File: src/rtl/hazard_control_unit_pkg.sv
// Shared definitions for the pipeline hazard control slice.
//   hcu_state_e        : memory-wait supervisor states (RUN, WAIT, FAULT)
//   WAIT_LIMIT_DEFAULT : default number of WAIT cycles before a memory timeout
//   FWD_*              : 2-bit forwarding mux selects consumed by the EX stage
package hazard_control_unit_pkg;

  typedef enum logic [1:0] {
    ST_RUN   = 2'd0,
    ST_WAIT  = 2'd1,
    ST_FAULT = 2'd2
  } hcu_state_e;

  localparam int unsigned WAIT_LIMIT_DEFAULT = 255;

  localparam logic [1:0] FWD_NONE   = 2'b00;
  localparam logic [1:0] FWD_MEM_WB = 2'b01;
  localparam logic [1:0] FWD_EX_MEM = 2'b10;

endpackage

File: src/rtl/hazard_control_unit_load_use_detect.sv
// Combinational load-use hazard detector.
//   rs1, rs2           : source registers of the instruction in ID
//   uses_rs1, uses_rs2 : ID instruction actually reads that source
//   rd                 : destination register in ID/EX
//   mem_read           : instruction in EX is a load
//   load_use           : ID needs a value the EX load has not produced yet
module load_use_detect (
  input  logic [4:0] rs1,
  input  logic [4:0] rs2,
  input  logic       uses_rs1,
  input  logic       uses_rs2,
  input  logic [4:0] rd,
  input  logic       mem_read,
  output logic       load_use
);

  // x0 is hardwired to zero, so a load targeting it never creates a dependency.
  assign load_use = mem_read && (rd != 5'd0) &&
                    ((uses_rs1 && (rd == rs1)) || (uses_rs2 && (rd == rs2)));

endmodule

File: src/rtl/hazard_control_unit.sv
// Pipeline hazard control: load-use stalls, taken-branch flushes and
// data-memory wait freezes with a timeout supervisor.
//   clk, arst_n          : clock, synchronous active-low reset
//   rs1_ID .. rd_ID_EX   : operand / destination info for load-use detection
//   mem_read_ID_EX       : EX instruction is a load
//   branch_taken_EX      : branch resolved taken in EX
//   mem_req_MEM          : MEM instruction accesses data memory
//   mem_ready            : data memory completes this cycle
//   pc_write, *_write    : PC and pipeline register enables
//   if_id_flush, id_ex_flush, mem_wb_bubble : NOP injection controls
//   mem_timeout          : sticky fault, high while in FAULT
//   stall_cycles         : saturating count of freeze / load-use stall cycles
module hazard_control_unit
  import hazard_control_unit_pkg::*;
#(
  parameter int unsigned WAIT_LIMIT = WAIT_LIMIT_DEFAULT,
  parameter int unsigned CNT_W      = 16
) (
  input  logic             clk,
  input  logic             arst_n,
  input  logic [4:0]       rs1_ID,
  input  logic [4:0]       rs2_ID,
  input  logic             uses_rs1_ID,
  input  logic             uses_rs2_ID,
  input  logic [4:0]       rd_ID_EX,
  input  logic             mem_read_ID_EX,
  input  logic             branch_taken_EX,
  input  logic             mem_req_MEM,
  input  logic             mem_ready,
  output logic             pc_write,
  output logic             if_id_write,
  output logic             id_ex_write,
  output logic             ex_mem_write,
  output logic             if_id_flush,
  output logic             id_ex_flush,
  output logic             mem_wb_bubble,
  output logic             mem_timeout,
  output logic [CNT_W-1:0] stall_cycles
);

  localparam logic [7:0] WAIT_LAST = 8'(WAIT_LIMIT - 1);

  hcu_state_e state, state_nxt;
  logic [7:0] wait_cnt, wait_cnt_nxt;
  logic       load_use;
  logic       freeze;
  logic       stall_now;

  load_use_detect u_load_use_detect (
    .rs1      (rs1_ID),
    .rs2      (rs2_ID),
    .uses_rs1 (uses_rs1_ID),
    .uses_rs2 (uses_rs2_ID),
    .rd       (rd_ID_EX),
    .mem_read (mem_read_ID_EX),
    .load_use (load_use)
  );

  // Freeze follows mem_ready directly so a completing access releases the
  // pipeline in the same cycle; FAULT freezes unconditionally.
  assign freeze      = (state == ST_FAULT) || (mem_req_MEM && !mem_ready);
  assign stall_now   = freeze || (load_use && !branch_taken_EX);
  assign mem_timeout = (state == ST_FAULT);

  always_ff @(posedge clk) begin
    if (!arst_n) begin
      state        <= ST_RUN;
      wait_cnt     <= '0;
      stall_cycles <= '0;
    end else begin
      state    <= state_nxt;
      wait_cnt <= wait_cnt_nxt;
      if (stall_now && (stall_cycles != '1))
        stall_cycles <= stall_cycles + CNT_W'(1);
    end
  end

  always_comb begin
    state_nxt    = state;
    wait_cnt_nxt = wait_cnt;
    unique case (state)
      ST_RUN: begin
        if (mem_req_MEM && !mem_ready) begin
          state_nxt    = ST_WAIT;
          wait_cnt_nxt = '0;
        end
      end
      ST_WAIT: begin
        if (mem_ready) begin
          state_nxt    = ST_RUN;
          wait_cnt_nxt = '0;
        end else if (wait_cnt == WAIT_LAST) begin
          state_nxt = ST_FAULT;
        end else begin
          wait_cnt_nxt = wait_cnt + 8'd1;
        end
      end
      ST_FAULT: ;
      default: begin
        state_nxt    = ST_RUN;
        wait_cnt_nxt = '0;
      end
    endcase
  end

  // Output decode, priority freeze > branch > load-use.
  always_comb begin
    pc_write      = 1'b1;
    if_id_write   = 1'b1;
    id_ex_write   = 1'b1;
    ex_mem_write  = 1'b1;
    if_id_flush   = 1'b0;
    id_ex_flush   = 1'b0;
    mem_wb_bubble = 1'b0;
    if (freeze) begin
      pc_write      = 1'b0;
      if_id_write   = 1'b0;
      id_ex_write   = 1'b0;
      ex_mem_write  = 1'b0;
      mem_wb_bubble = 1'b1;
    end else if (branch_taken_EX) begin
      if_id_flush = 1'b1;
      id_ex_flush = 1'b1;
    end else if (load_use) begin
      pc_write    = 1'b0;
      if_id_write = 1'b0;
      id_ex_flush = 1'b1;
    end
  end

endmodule

File: config.mk
export PLATFORM = sky130hd
export DESIGN_NAME = hazard_control_unit
export DESIGN_NICKNAME = d
export VERILOG_FILES = /design/src/rtl/hazard_control_unit_pkg.sv /design/src/rtl/hazard_control_unit_load_use_detect.sv /design/src/rtl/hazard_control_unit.sv
export SDC_FILE = /design/constraint.sdc
export NUM_CORES = 1
export LEC_CHECK = 0
export BUFFER_PORTS_ARGS = -buffer_cell sky130_fd_sc_hd__buf_4
export CAP_MARGIN = 20
export CORE_ASPECT_RATIO = 1.25
export CORE_MARGIN = 3
export CORE_UTILIZATION = 26
export DETAILED_ROUTE_END_ITERATION = 6
export PLACE_DENSITY_LB_ADDON = 0.3
export SYNTH_ARGS = -nofsm -noshare
export SYNTH_HDL_FRONTEND = slang
export SYNTH_SLANG_ARGS = --single-unit
File: constraint.sdc
create_clock -name clk -period 2.72 [get_ports clk]
set_clock_uncertainty 0.2 [all_clocks]
set_input_delay 0.408 -clock clk [delete_from_list [all_inputs] [get_ports clk]]
set_output_delay 0.408 -clock clk [all_outputs]
set_load 0.03 [all_outputs]
# ---- Word-level counts from Yosys, hierarchy flattened
# Index checks and enable logic that the tools add are counted.
# W data, S select, Z words.
dict set report word_totals {
  register_bits 26
  latchBits 0
  ram_bits 0
  mem_bits_ro 0
  input_bits 23
  out_inout_bits 24
  wordCells 49
  mem_count 0
}
dict set report classes {
  n_addsub 2
  n_mul 0
  n_div 0
  order_cmp 0
  n_eq_ne 9
  shift 0
  muxes 18
  bitwise 1
  n_reduce_logical 16
}
# op n
set op_table {}
lappend op_table {{$mux W8} 3}
lappend op_table {{$pmux W8 S3} 1}
lappend op_table {{$add A16 B1 Y16 const B} 1}
lappend op_table {{$ne A16 B16 Y1 const B} 1}
lappend op_table {{$eq A5 B5 Y1} 2}
lappend op_table {{$mux W1} 10}
lappend op_table {{$add A8 B1 Y8 const B} 1}
lappend op_table {{$eq A8 B8 Y1 const B} 1}
lappend op_table {{$logic_and A1 B1 Y1} 7}
lappend op_table {{$mux W2} 3}
lappend op_table {{$ne A3 B3 Y1 const B} 2}
lappend op_table {{$pmux W2 S3} 1}
lappend op_table {{$reduce_and A3 Y1} 2}
lappend op_table {{$reduce_bool A5 Y1} 1}
lappend op_table {{$logic_or A1 B1 Y1} 3}
lappend op_table {{$eq A2 B1 Y1 const B} 1}
lappend op_table {{$eq A2 B2 Y1 const B} 1}
lappend op_table {{$logic_not A1 Y1} 2}
lappend op_table {{$logic_not A2 Y1} 1}
lappend op_table {{$ne A2 B2 Y1 const B} 1}
lappend op_table {{$not A1 Y1} 1}

# ---- Longest topological paths before layout
dict set report logic_depth {
  word_depth 7
  ltp_mapped 8
  ltp_nobuf 7
}

# ---- Hierarchy
# A second synthesis with hierarchy kept.
dict set report hier_totals {
  hier_cells 191
  area_unflattened_um2 1585.3
}
# module n_inst cells_per_inst area_each_um2 seq_area_each_um2
set modules_own_cells {}
lappend modules_own_cells {hazard_control_unit 1 174 1451.4 520.5}
lappend modules_own_cells {load_use_detect 1 17 133.9 0.0}

# ---- Worst setup path before layout
# Ideal clock, no wire load.
dict set report synth_path {
  path_kind {register to output}
  start {register state[0]}
  end {output port pc_write}
  arrival_ns 2.354
  t_required_ns 2.112
  slack_ns -0.242
  path_stages_with_launch 6
  path_buffers 1
  path_cell_list {dfxtp_1 -> nor2b_1 -> a21oi_1 -> inv_1 -> a21oi_2 -> buf_4}
}
dict set report synth_via {
  elab_chain_cells 3
}
# element line_no
set synth_lines {}
lappend synth_lines {{start, declared} hazard_control_unit.sv:43} ;# hcu_state_e state, state_nxt;
lappend synth_lines {{start signal, assigned} hazard_control_unit.sv:71} ;# state <= state_nxt;
lappend synth_lines {{$eq A2 B2 Y1} n/a}
lappend synth_lines {{net mem_timeout} hazard_control_unit.sv:37} ;# output logic mem_timeout,
lappend synth_lines {{$logic_or A1 B1 Y1} hazard_control_unit.sv:61} ;# assign freeze = (state == ST_FAULT) || (mem_req_MEM && !mem_ready);
lappend synth_lines {{$mux W1} hazard_control_unit.sv:115} ;# if (freeze) begin
lappend synth_lines {{end, declared} hazard_control_unit.sv:30} ;# output logic pc_write,
# The timed path passes the listed nets, and every way through them passes these cells.

# ---- Worst setup path in the final report
dict set report layout_path {
  start {input port rd_ID_EX[0]}
  end {output port id_ex_flush}
}
dict set report layout_via {
  elab_chain_cells 7
  word_cells_on_any_way 11
  cone_classes {eq/ne: 2; mux: 3; reduce/logical: 6}
}
# element line_no
set layout_lines {}
lappend layout_lines {{start, declared} hazard_control_unit.sv:25} ;# input logic [4:0] rd_ID_EX,
lappend layout_lines {{$eq A5 B5 Y1} hazard_control_unit_load_use_detect.sv:19} ;# ((uses_rs1 && (rd == rs1)) || (uses_rs2 && (rd == rs2)));
lappend layout_lines {{$logic_and A1 B1 Y1} hazard_control_unit_load_use_detect.sv:19}
lappend layout_lines {{$logic_or A1 B1 Y1} hazard_control_unit_load_use_detect.sv:19}
lappend layout_lines {{$logic_and A1 B1 Y1 *} hazard_control_unit_load_use_detect.sv:18} ;# assign load_use = mem_read && (rd != 5'd0) &&
lappend layout_lines {{$mux W1 *} hazard_control_unit.sv:124} ;# end else if (load_use) begin
lappend layout_lines {{$mux W1 *} hazard_control_unit.sv:121} ;# end else if (branch_taken_EX) begin
lappend layout_lines {{$mux W1 *} hazard_control_unit.sv:115}
lappend layout_lines {{end, declared} hazard_control_unit.sv:35} ;# output logic id_ex_flush,
# Mark *: on every way between the ends. The rest lies on a longest branch, timed or not.

==> impl_results.md <==
- Worst skew pair latency: between 0.2 and 0.3 ns
- DRC errors left: 0
- Peak supply drop: about 250 uV
- Post-CTS Hold Buffers: 0
- Fin cells: between 200 and 300
- Critical Path RT: between 2 and 2.5 ns
- Die ar.: between 6000 and 7000 um^2
- Vias in the first global route: around 1400
- Setup Buffers After CTS: 0
- DR vias/cell: about 5.1
- Max-cap violations: 0
- Largest net degree at the start of global routing: 23
- Period utilization: between 80% and 90%
- Vias: approximately 1500
- Die height: 92.2 um
- Final count of hold timing violations: 0
- Root Buffer: clkbuf_8
- Port-buffer cells: 46
- Drt total wl: 3780 um
- Slew HR: 63.4%
- Kind of critical path: primary input to output port
- I/O pins: 47
- ANT nets after route: 0
- First-pass GRT wire length: between 6000 and 7000 um
- CTS resizes: 0
- P&R area growth vs syn: 28.6%
- DIE WIDTH: roughly 75 um
- Max clock buf depth: 2
- Setup TNS: 0 ns
- CTS tree: done
- Sink Count: 26
- Sequential share of the synthesized area: between 30% and 40%
- CTS Buf Count: 3
- Syn avg cell area: about 8.4 um^2
- First drt pass iteration count: 4
- Max-slew violation count: 0
- Share of layout cells above drive strength 1: a little over a quarter
- Placed Cells: roughly 290
- Syn_nets: 210
- Starting DRT DRC Count: 75
- YS warnings: 0
- Antenna Cells: 0
- F_max: slightly above 0.4 GHz
- RSZ-0062 raised after global routing: false
- Initial antenna violation count: 0
- Reg clk slew, reported paths: ~0.090 ns
- Final Setup Violations: 0
- Multi-input gate area: approximately 950 um^2
- Cell variety after synth: 40
- Crit path DAT: 1.81 ns
- Dpl hpwl: ~3000 um
- H-Tree Depth: 1
- Final Util: between 30 and 40%
- Core area: roughly 5600 um^2
- Slew @ Worst Pin: 0.545 ns
- Routability cong.: just under 0.8
- Leak Pwr: approximately 0.74 nW
- Total GRT Usage: about 11%
- Worst min path class: primary input to flop
- Gr ovfl total: 0
- Crit start category: primary input
- Cells after Synth: approximately 180
- Initial Util: between 20 and 30%
- Final min period: 2.42 ns
- FF/Latch Area: 520 um^2
- WL/cell: between 10 and 15 um
- Num rows: 30
- Run status: finished clean
- Hold Slack: around 0.11 ns
- Crit end category: output port
- Post-Syn Area: 1550 um^2
- Nets: 255
- Filler instances: roughly 560
- Yosys reg bits: 26
- Pwr per Cell Area: about 380 nW/um^2
- Worst-path maximum fanout: 3
[logic make-up after synthesis]
logic type	count (synthesis)	synth area share (%)
AO/OA/AOI/OAI	33	15.3
buffers and inverters	14	4.85
XOR/XNOR	18	10.2
AND/OR/NAND/NOR	84	29.7
flip-flops	26	33.7
multiplexers	6	3.88
adder cells (fa/ha/maj)	3	2.43
[cell type report]
type                    instances  area share (%)
repair buffers                 47            17.7
clock buffers                   4            2.77
inverters                       7            1.32
multi-input cells             144            48.0
well taps                      64            4.03
flip-flops and latches         26            26.2
[registers in the layout, indices dropped and copies added (netlist names)]
register,flops
state,2
wait_cnt,8
stall_cycles,16
[stage by stage]
stage                     area (um^2)  power, mW  setup WS (ns)
after floorplan                  1550      0.470          0.111
after global placement           1930      0.520          0.316
after detailed placement         1930      0.521          0.294
after CTS                        1990      0.774          0.292
after global routing             1990      0.801          0.114
final                            1990      0.761          0.299
[layout by cell type, fill, tap and decap left out]
master      n
mux2i_1     6
o41ai_1     1
o211ai_1    1
and3_1      2
or4_1       3
a21oi_4     1
o311ai_1    1
o21ai_2     1
dfxtp_1    26
and4_1      2
nand3_1     6
a21oi_2     2
o31ai_1     2
nand4_1    11
nand2b_1    4
o21ai_1     5
o22ai_2     1
buf_4      47
and2_1      5
xor2_1      6
o21a_1      4
a22oi_1     1
xnor2_1    12
nor2_1     14
nor4_1      6
nor3_2      1
nor4_2      2
inv_1       7
o2bb2ai_1   1
o221a_1     1
a21oi_1     9
and2b_2     1
ha_1        3
clkbuf_8    4
or3_1       4
nor3_1      1
nor2b_1     2
nand2_1    20
o31a_1      2
[cell usage after synthesis]
| master | number | area, um^2 |
|---|---|---|
| a21oi_1 | 10 | 50.1 |
| a21oi_2 | 1 | 8.76 |
| a21oi_4 | 1 | 16.3 |
| a22oi_1 | 1 | 7.51 |
| and2_1 | 5 | 31.3 |
| and2b_2 | 1 | 8.76 |
| and3_1 | 2 | 12.5 |
| and4_1 | 2 | 17.5 |
| buf_4 | 2 | 15.0 |
| buf_6 | 2 | 22.5 |
| clkbuf_1 | 3 | 11.3 |
| dfxtp_1 | 26 | 521 |
| ha_1 | 3 | 37.5 |
| inv_1 | 7 | 26.3 |
| mux2i_1 | 6 | 60.1 |
| nand2_1 | 20 | 75.1 |
| nand2b_1 | 4 | 25.0 |
| nand3_1 | 6 | 30.0 |
| nand4_1 | 11 | 68.8 |
| nor2_1 | 14 | 52.6 |
| nor2b_1 | 2 | 12.5 |
| nor3_1 | 1 | 5.00 |
| nor3_2 | 1 | 10.0 |
| nor4_1 | 6 | 37.5 |
| nor4_2 | 2 | 25.0 |
| o211ai_1 | 1 | 7.51 |
| o21a_1 | 4 | 30.0 |
| o21ai_1 | 5 | 25.0 |
| o21ai_2 | 1 | 8.76 |
| o221a_1 | 1 | 11.3 |
| o22ai_2 | 1 | 12.5 |
| o2bb2ai_1 | 1 | 8.76 |
| o311ai_1 | 1 | 8.76 |
| o31a_1 | 2 | 17.5 |
| o31ai_1 | 2 | 15.0 |
| o41ai_1 | 1 | 8.76 |
| or3_1 | 4 | 25.0 |
| or4_1 | 3 | 22.5 |
| xnor2_1 | 12 | 105 |
| xor2_1 | 6 | 52.6 |
[path summary, 6_finish.rpt]
check                           cells past startpoint            start  slack [ns]               to
worst max-delay path                                6      rd_ID_EX[0]        0.30      id_ex_flush
worst min-delay path                                2        mem_ready        0.11         state[0]
worst min register to register                      1         state[1]        0.25         state[0]
worst max register to register                      7  stall_cycles[2]        0.37  stall_cycles[1]
[routing by layer]
layer  global-route usage (%)  up-vias  share of wire [%]  wire length, um
li1                         -      750                  -                -
met1                     13.7      696                 45             1690
met2                     19.0       26                 50             1910
met3                     3.07        4                3.8              145
met4                     2.37        0               0.90               34
met5                        0        -                  0                0
[critical path, cell delays in order]
cell,delay [ns]
buf_4,0.12
or4_1,0.54
o21ai_2,0.19
and2b_2,0.23
o21a_1,0.16
buf_4,0.16
[report_power, final]
| group | total, mW | internal (mW) | switching, mW |
|---|---|---|---|
| logic | 0.122 | 0.0553 | 0.0665 |
| clock network | 0.252 | 0.129 | 0.122 |
| registers | 0.388 | 0.384 | 0.00412 |
| total | 0.761 | 0.568 | 0.193 |
Note: power is estimated with default switching activity, not from simulation.
